$ cat src/rtl/gmii_rx_deframer.sv
// GMII receive deframer: strips preamble/SFD, verifies the CRC-32 FCS and frame length,
// and streams the frame body with a commit/drop verdict at end of frame.
module gmii_rx_deframer #(
   parameter int unsigned MAX_FRAME = 1522,
   parameter int unsigned MIN_FRAME = 64
) (
   input  logic        gmii_rxc,
   input  logic        rst,
   input  logic        gmii_rx_en,
   input  logic        gmii_rx_er,
   input  logic        gmii_rx_dvalid,
   input  logic [7:0]  gmii_rx_data,
   input  logic        link_up,
   output logic        rx_frame_start,
   output logic        rx_frame_valid,
   output logic [7:0]  rx_frame_data,
   output logic        rx_frame_commit,
   output logic        rx_frame_drop,
   output logic [15:0] crc_err_count,
   output logic [15:0] len_err_count
);

   localparam int unsigned CW = $clog2(MAX_FRAME + 2);
   localparam logic [CW-1:0] MaxLen = CW'(MAX_FRAME);
   localparam logic [CW-1:0] MinLen = CW'(MIN_FRAME);
   localparam logic [CW-1:0] MaxSat = CW'(MAX_FRAME + 1);
   localparam logic [31:0] CrcResidue = 32'hDEBB20E3;

   typedef enum logic [1:0] {StIdle, StPreamble, StFrame, StDrop} state_e;

   state_e state_q, state_d;

   logic [31:0]     crc_q, crc_d;
   logic [CW-1:0]   count_q, count_d;
   logic [3:0][7:0] dline_q, dline_d;
   logic [2:0]      fill_q, fill_d;
   logic            started_q, started_d;
   logic            link_lost_q, link_lost_d;
   logic            valid_q, valid_d;
   logic [7:0]      data_q, data_d;
   logic            start_q, start_d;
   logic            commit_q, commit_d;
   logic            drop_q, drop_d;
   logic [15:0]     crc_err_q, crc_err_d;
   logic [15:0]     len_err_q, len_err_d;

   logic          beat, is_pre, is_sfd, er_hit, giant, len_ok, crc_ok;
   logic [CW-1:0] count_inc;

   // Reflected CRC-32, one byte LSB-first
   function automatic logic [31:0] crc_byte(input logic [31:0] crc, input logic [7:0] d);
      logic [31:0] c;
      c = crc ^ {24'h0, d};
      for (int i = 0; i < 8; i++) begin
         c = c[0] ? ((c >> 1) ^ 32'hEDB88320) : (c >> 1);
      end
      return c;
   endfunction

   assign beat      = gmii_rx_en & gmii_rx_dvalid;
   assign is_pre    = (gmii_rx_data == 8'h55);
   assign is_sfd    = (gmii_rx_data == 8'hD5);
   assign er_hit    = gmii_rx_en & gmii_rx_er;
   assign count_inc = (count_q == MaxSat) ? count_q : count_q + CW'(1);
   assign giant     = beat & (count_inc > MaxLen);
   assign len_ok    = (count_q >= MinLen) && (count_q <= MaxLen);
   assign crc_ok    = (crc_q == CrcResidue);

   always_ff @(posedge gmii_rxc or posedge rst) begin
      if (rst) begin
         state_q <= StIdle;
      end else begin
         state_q <= state_d;
      end
   end

   always_comb begin
      state_d = state_q;
      case (state_q)
         StIdle: begin
            if (beat) state_d = is_pre ? StPreamble : (is_sfd ? StFrame : StDrop);
         end
         StPreamble: begin
            if (!gmii_rx_en) state_d = StIdle;
            else if (beat)   state_d = is_pre ? StPreamble : (is_sfd ? StFrame : StDrop);
         end
         StFrame: begin
            if (!gmii_rx_en)          state_d = StIdle;
            else if (er_hit || giant) state_d = StDrop;
         end
         StDrop: begin
            if (!gmii_rx_en) state_d = StIdle;
         end
         default: state_d = StIdle;
      endcase
   end

   always_comb begin
      crc_d       = crc_q;
      count_d     = count_q;
      dline_d     = dline_q;
      fill_d      = fill_q;
      started_d   = started_q;
      link_lost_d = link_lost_q;
      data_d      = data_q;
      crc_err_d   = crc_err_q;
      len_err_d   = len_err_q;
      valid_d     = 1'b0;
      start_d     = 1'b0;
      commit_d    = 1'b0;
      drop_d      = 1'b0;

      if ((state_q == StIdle || state_q == StPreamble) && beat && is_sfd) begin
         crc_d       = 32'hFFFF_FFFF;
         count_d     = '0;
         fill_d      = '0;
         started_d   = 1'b0;
         link_lost_d = 1'b0;
      end

      if (state_q == StFrame) begin
         link_lost_d = link_lost_q | ~link_up;
         if (!gmii_rx_en) begin
            if (len_ok && crc_ok && !link_lost_d) begin
               commit_d = 1'b1;
            end else begin
               drop_d = 1'b1;
               if (!len_ok) begin
                  len_err_d = (len_err_q == 16'hFFFF) ? len_err_q : len_err_q + 16'd1;
               end else if (!crc_ok) begin
                  crc_err_d = (crc_err_q == 16'hFFFF) ? crc_err_q : crc_err_q + 16'd1;
               end
            end
         end else if (er_hit) begin
            drop_d = 1'b1;
         end else if (beat) begin
            crc_d   = crc_byte(crc_q, gmii_rx_data);
            count_d = count_inc;
            if (giant) begin
               drop_d    = 1'b1;
               len_err_d = (len_err_q == 16'hFFFF) ? len_err_q : len_err_q + 16'd1;
            end else begin
               // Four-byte holdback keeps the FCS from ever reaching the output
               dline_d = {dline_q[2:0], gmii_rx_data};
               if (fill_q == 3'd4) begin
                  valid_d   = 1'b1;
                  data_d    = dline_q[3];
                  start_d   = ~started_q;
                  started_d = 1'b1;
               end else begin
                  fill_d = fill_q + 3'd1;
               end
            end
         end
      end
   end

   always_ff @(posedge gmii_rxc or posedge rst) begin
      if (rst) begin
         crc_q       <= 32'hFFFF_FFFF;
         count_q     <= '0;
         dline_q     <= '0;
         fill_q      <= '0;
         started_q   <= 1'b0;
         link_lost_q <= 1'b0;
         valid_q     <= 1'b0;
         data_q      <= '0;
         start_q     <= 1'b0;
         commit_q    <= 1'b0;
         drop_q      <= 1'b0;
         crc_err_q   <= '0;
         len_err_q   <= '0;
      end else begin
         crc_q       <= crc_d;
         count_q     <= count_d;
         dline_q     <= dline_d;
         fill_q      <= fill_d;
         started_q   <= started_d;
         link_lost_q <= link_lost_d;
         valid_q     <= valid_d;
         data_q      <= data_d;
         start_q     <= start_d;
         commit_q    <= commit_d;
         drop_q      <= drop_d;
         crc_err_q   <= crc_err_d;
         len_err_q   <= len_err_d;
      end
   end

   assign rx_frame_start  = start_q;
   assign rx_frame_valid  = valid_q;
   assign rx_frame_data   = data_q;
   assign rx_frame_commit = commit_q;
   assign rx_frame_drop   = drop_q;
   assign crc_err_count   = crc_err_q;
   assign len_err_count   = len_err_q;

endmodule

$ cat config.mk
export PLATFORM = sky130hd
export DESIGN_NAME = gmii_rx_deframer
export DESIGN_NICKNAME = d
export VERILOG_FILES = /design/src/rtl/gmii_rx_deframer.sv
export SDC_FILE = /design/constraint.sdc
export NUM_CORES = 1
export LEC_CHECK = 0
export ABC_AREA = 1
export CAP_MARGIN = 20
export CORE_ASPECT_RATIO = 1.4
export CORE_MARGIN = 1.5
export CORE_UTILIZATION = 64
export CTS_CLUSTER_SIZE = 14
export DETAILED_ROUTE_END_ITERATION = 6
export DONT_BUFFER_PORTS = 1
export PLACE_DENSITY_LB_ADDON = 0.2
export SYNTH_ARGS = -nofsm -noshare
export SYNTH_HDL_FRONTEND = slang
export SYNTH_SLANG_ARGS = --single-unit
$ cat constraint.sdc
create_clock -name gmii_rxc -period 4.8 [get_ports gmii_rxc]
set_input_delay 0.48 -clock gmii_rxc [delete_from_list [all_inputs] [get_ports gmii_rxc]]
set_output_delay 0.48 -clock gmii_rxc [all_outputs]
set_load 0.03 [all_outputs]
== After elaboration in Yosys (flattened, before gate mapping) ==
Index checks and enable logic that the tools add are counted.

* Add/subtract/negate cells: 4
* Multipliers: 0
* Divide/modulo/power cells: 0
* Magnitude comparators: 3
* Equality and inequality tests: 17
* Shifts and indexed selects: 0
* Mux-type cells: 71
* Bitwise logic cells: 21
* Reduce and logical (&&, ||, !) cells: 15

{| class="wikitable"
|+ Operator list
! cell !! number
|-
| $mux 32 || 13
|-
| $mux 16 || 7
|-
| $not 13->14 || 8
|-
| $mux 11 || 6
|-
| $add 16x1->16 const B || 2
|-
| $eq 16x16->1 const B || 2
|-
| $eq 32x32->1 const B || 1
|-
| $xor 32x8->32 || 1
|-
| $mux 1 || 31
|-
| $mux 3 || 7
|-
| $reduce_and 6->1 || 3
|-
| $mux 2 || 6
|-
| $add 11x1->11 const B || 1
|-
| $eq 11x11->1 const B || 1
|-
| $ge 11x7->1 const B || 1
|-
| $gt 11x11->1 const B || 1
|-
| $le 11x11->1 const B || 1
|-
| $eq 8x7->1 const B || 1
|-
| $eq 8x8->1 const B || 1
|-
| $ne 2x2->1 const B || 4
|-
| $not 1->1 || 8
|-
| $pmux 2 s4 || 1
|-
| $logic_and 1x1->1 || 5
|-
| $reduce_and 5->1 || 1
|-
| 13 further kinds || 18
|}

* Register bits after elaboration: 126
* Latch bits: 0
* Memory bits (writable): 0
* Memory bits (read-only): 0
* Output and inout port bits: 44
* Word-level logic and storage cells: 148
* Memories kept: 0

== Logic depth before layout (Yosys ltp) ==
* Depth in word-level cells: 21
* Gate-level depth with buffers: 17
* Gate-level depth less buffers: 16

== Worst setup path after synthesis ==
OpenSTA, ideal clock, no wires.

* Path kind: register to register
* From: reg len_err_q[0] (netlist: len_err_count[0])
* To: reg len_err_q[9] (netlist: len_err_count[9])
* Setup time: 0.119 ns
* Arrival time: 1.848 ns
* Setup slack: 2.833 ns
* Stages on the path, launching flop included: 10
* Buffers on the path: 1
* Clock period less this slack: 1.967 ns
* Cells stage by stage: dfrtp_1 > ha_1 > inv_1 > nor2_1 > nand4_1 > o221ai_1 > nor2_4 > buf_2 > nand3_1 > nand2_1

* Cells in the longest elaborated chain, start to end: 6
* Elaborated cells on any way between the ends: 9
* Those cells by class: 1 x add/sub; 1 x eq/ne; 7 x mux

{| class="wikitable"
|+ RTL lines
! element !! line !! source
|-
| start, declared || 45 || <nowiki>logic [15:0] len_err_q, len_err_d;</nowiki>
|-
| start signal, assigned || 186 || <nowiki>len_err_q <= len_err_d;</nowiki>
|-
| $add 16x1->16 / $eq 16x16->1 (equally long branches) || 129, 141 ||
|-
| $mux 16 (*) || 129, 141 ||
|-
| $mux 16 || 139 || <nowiki>if (giant) begin</nowiki>
|-
| $mux 16 || 136 || <nowiki>end else if (beat) begin</nowiki>
|-
| $mux 16 || 134 || <nowiki>end else if (er_hit) begin</nowiki>
|-
| $mux 16 (*) || 123 || <nowiki>if (!gmii_rx_en) begin</nowiki>
|}

Mark *: on every way between the ends. The rest lies on a longest branch, timed or not. The select of a mux whose other input is x is not followed.
A chain may end at the register's enable or synchronous reset.

== Final worst setup path ==
* From: reg count_q[1]
* To: reg dline_q[18] in the netlist's numbering

* Cells in the longest elaborated chain, start to end: 6
* Elaborated cells on any way between the ends: 7
* Those cells by class: 1 x add/sub; 1 x order compare; 1 x eq/ne; 1 x mux; 2 x bitwise; 1 x reduce/logical

{| class="wikitable"
|+ RTL lines
! element !! line !! source
|-
| start, declared || 34 || <nowiki>logic [CW-1:0] count_q, count_d;</nowiki>
|-
| start signal, assigned || 175 || <nowiki>count_q <= count_d;</nowiki>
|-
| $add 11x1->11 / $eq 11x11->1 (equally long branches) || 64 || <nowiki>assign count_inc = (count_q == MaxSat) ? count_q : count_q + CW'(1);</nowiki>
|-
| $mux 11 (*) || 64 ||
|-
| $gt 11x11->1 (*) || 65 || <nowiki>assign giant = beat & (count_inc > MaxLen);</nowiki>
|-
| $and 1x1->1 (*) || 65 ||
|-
| $not 1->1 (no line) (*) || - ||
|-
| $reduce_and 5->1 (no line) (*) || - ||
|-
| end signal, assigned || 176 || <nowiki>dline_q <= dline_d;</nowiki>
|-
| end, declared || 35 || <nowiki>logic [3:0][7:0] dline_q, dline_d;</nowiki>
|}

Mark *: on every way between the ends. The rest lies on a longest branch, timed or not.

==> summary.txt <==
Die area - 0.01169 mm^2
CP Class - reg -> reg
Vias - 5,702
Ys async rst share - 1.000
Final net count - 879
Pleak - 0.003801 uW
PwrDens - 668.7 mW/mm^2
Final Instance Count excl. Fillers - 1,013
Clk buf depth - 2
Vias in the first global route - 5,578
Maximum vdd drop - 433.0 uV
Synth Instances - 856
Reg-to-reg slack, setup - 2310 ps
Clock transition at path regs - 60 ps
Area of the multi-input gates - 0.003299 mm^2
Final HPWL DP - 10.74 mm
Post-layout util - 0.7181
Max-Cap Viols - 0
Worst Skew - 8.954 ps
Setup-failing EPs final - 0
RSZ-0062 raised after global routing - no
N_diodes - 0
PostCTS Resize Cnt - 0
Drt drc - 2
Initial antenna violation count - 0
Die height - 127.3 um
Setup total negative slack - 0 ps
Reg area - 0.003193 mm^2
Antenna viol nets, final - 0
Period utilization - 0.5182
Worst hold path type - in -> reg
Global-route wire length before repair - 26.01 mm
CTS sink count - 126
Top_reg_cell synth - dfrtp_1
Die span in x - 91.82 um
Post-synth top area cell - dfrtp_1
Seq cells post-synth - 126
CP required - 5140 ps
Fillers - 832
Starting Density - 0.6538
Fin. Hold Viols - 0
EDFF count, synth - 0
Routability Congestion - 0.9316
H-tree depth - 4
Avg Inst Size Synth - 8.257 um^2
Port-buffer cells - 0
Worst-Margin Slew - 606.4 ps
Congestion Overflow GR - 0
Rel. slew slack - 0.5948
Minimum clock period - 2487 ps
P&R area growth vs syn - 9.825%
Seq/Total Area, Yosys - 0.4518
CP Data Arrival Time - 2830 ps
CP startpoint - count_q[1]
Gr usage total - 0.2836
Unique masters post-synth - 45
Layout cells sized above 1 - 0.1399
Row cnt - 45
CTS Buf Count - 17
Post-synth design cell area - 0.007068 mm^2
Failing checks - DRC
Worst Setup End Kind - flop
Synth area leaders - dfrtp_1 (33%), dfstp_2 (12%), nand2_1 (11%)
Routed vias/inst - 5.629
Status - finished, violations left
Synth warn - 0
CP max FO - 53
Reg-to-reg startpoint - count_q[1]
Syn_nets - 876
Core Area - 0.01081 mm^2
Peak Freq - 402.0 MHz
Count of pins over their slew limit - 0
Hold path startpoint - gmii_rx_en
Drt first-iter violations - 394
Worst-skew pair later-pin latency - 420 ps
Cells after DPL - 980
Largest net degree at the start of global routing - 54
Drt first pass iters - 7
Final wirelength - 15.68 mm
Top cell type's share of synthesized area - 0.3328
Clk root buf - clkbuf_16
TritonCTS clock tree - done
Io pins - 58
Critical path startpoint category - flop
Wire length per cell - 15.48 um
-- placed cells by master, fill, tap and decap left out, types with 15 or more instances in the layout --
cell / synthesis / final
dfrtp_1: 94 / 94
inv_1: 107 / 106
xnor2_1: 19 / 19
xor2_1: 64 / 64
nand2_1: 210 / 210
o22ai_1: 26 / 26
nor2_1: 68 / 68
clkbuf_16: 0 / 17
dfstp_2: 32 / 32
nand2_2: 15 / 15
o21ai_0: 27 / 27
o21ai_1: 15 / 15
nand3_1: 61 / 61
-- metal layers --
| metal | vias up | part of all wire | global-route usage |
|---|---|---|---|
| met5 | - | 0 | 0 |
| met4 | 0 | 0.039 | 0.1312 |
| met3 | 60 | 0.060 | 0.06667 |
| met2 | 207 | 0.50 | 0.4930 |
| met1 | 2704 | 0.40 | 0.3312 |
| li1 | 2731 | - | - |
-- registers in the layout (all words and copies together) (netlist names), 2 cells and up --
register       flops
len_err_count     16
state_q            2
count_q           11
fill_q             3
crc_err_count     16
rx_frame_data      8
crc_q             32
dline_q           32
-- path summary, 6_finish.rpt --
| path | to | cells past startpoint |
|---|---|---|
| worst max-delay path | dline_q[18] | 15 |
| worst min-delay path | state_q[0] | 2 |
| worst max register to register | dline_q[18] | 15 |
| worst min register to register | rx_frame_start | 1 |
| max in group asynchronous | len_err_count[15] | 3 |
| min in group asynchronous | crc_err_count[9] | 2 |
-- worst max-delay path, stage by stage, from the launching register on --
cell and delay [ps]:
dfrtp_1 410, ha_1 280, nand3_1 190, inv_1 120
nand2_1 50, nand2_1 60, nand2_1 70, nor2_1 100
nand2_1 60, nor2_1 110, nand2_1 80, nand2_2 120
nand2_4 180, nand2_8 320, nor2_1 100, a21oi_2 120
-- what timing repair did --
action | in CTS | in global routing
endpoints found under the hold margin | 35 | 0
hold buffers | 1 | 0
buffers inserted | 0 | 0
-- logic make-up (layout without fill, tap and decap cells) --
| family | Yosys count | count (layout) | share of synthesized area |
|---|---|---|---|
| fa+ha+maj | 6 | 6 | 0.01062 |
| buf+inv | 135 | 151 | 0.08143 |
| simple gates | 395 | 395 | 0.2485 |
| flops | 126 | 126 | 0.4518 |
| compound gates | 104 | 104 | 0.08869 |
| xor+xnor | 90 | 90 | 0.1190 |
-- area by class of cell --
class | instances | share of cell area
Clock inverter | 15 | 0.02240
Multi-Input combinational cell | 595 | 0.4250
Tap cell | 141 | 0.02273
Timing Repair Buffer | 6 | 0.008704
Clock buffer | 17 | 0.05480
Inverter | 113 | 0.05496
Sequential cell | 126 | 0.4113
-- stage by stage --
stage / total power (uW) / cell area, um^2 / setup slack (ps) / hold slack [ps]
after floorplan: 3417 / 7068 / 1017 / 402.9
after global placement: 3775 / 7126 / 1996 / 406.3
after detailed placement: 3847 / 7153 / 2358 / 418.1
after CTS: 5180 / 7762 / 2317 / 204.0
after global routing: 5502 / 7762 / 2074 / 218.8
final: 5191 / 7762 / 2313 / 208.0
-- power by group --
group          switching [uW]  total, uW  internal (uW)
clock                     518       1300            782
sequential                489       1990           1500
combinational            1200       1900            702
total                    2210       5190           2980
-- cell usage after synthesis (3+ instances only) --
cell,number
buf_6,6
dfstp_2,32
dfrtp_1,94
nor2_4,3
nor3_1,10
a21oi_1,13
inv_2,6
nand3_1,61
or2_2,3
xnor2_1,19
inv_1,107
clkbuf_1,4
o21ai_0,27
nand2_1,210
xnor2_2,5
nor4_1,6
a21oi_2,7
buf_4,4
nand2_2,15
xor2_1,64
o22ai_1,26
buf_2,7
o21bai_1,3
o21ai_1,15
ha_1,6
nor2_1,68
nand2_4,3
nand4_1,9
Power figures use the tool's default switching activity.
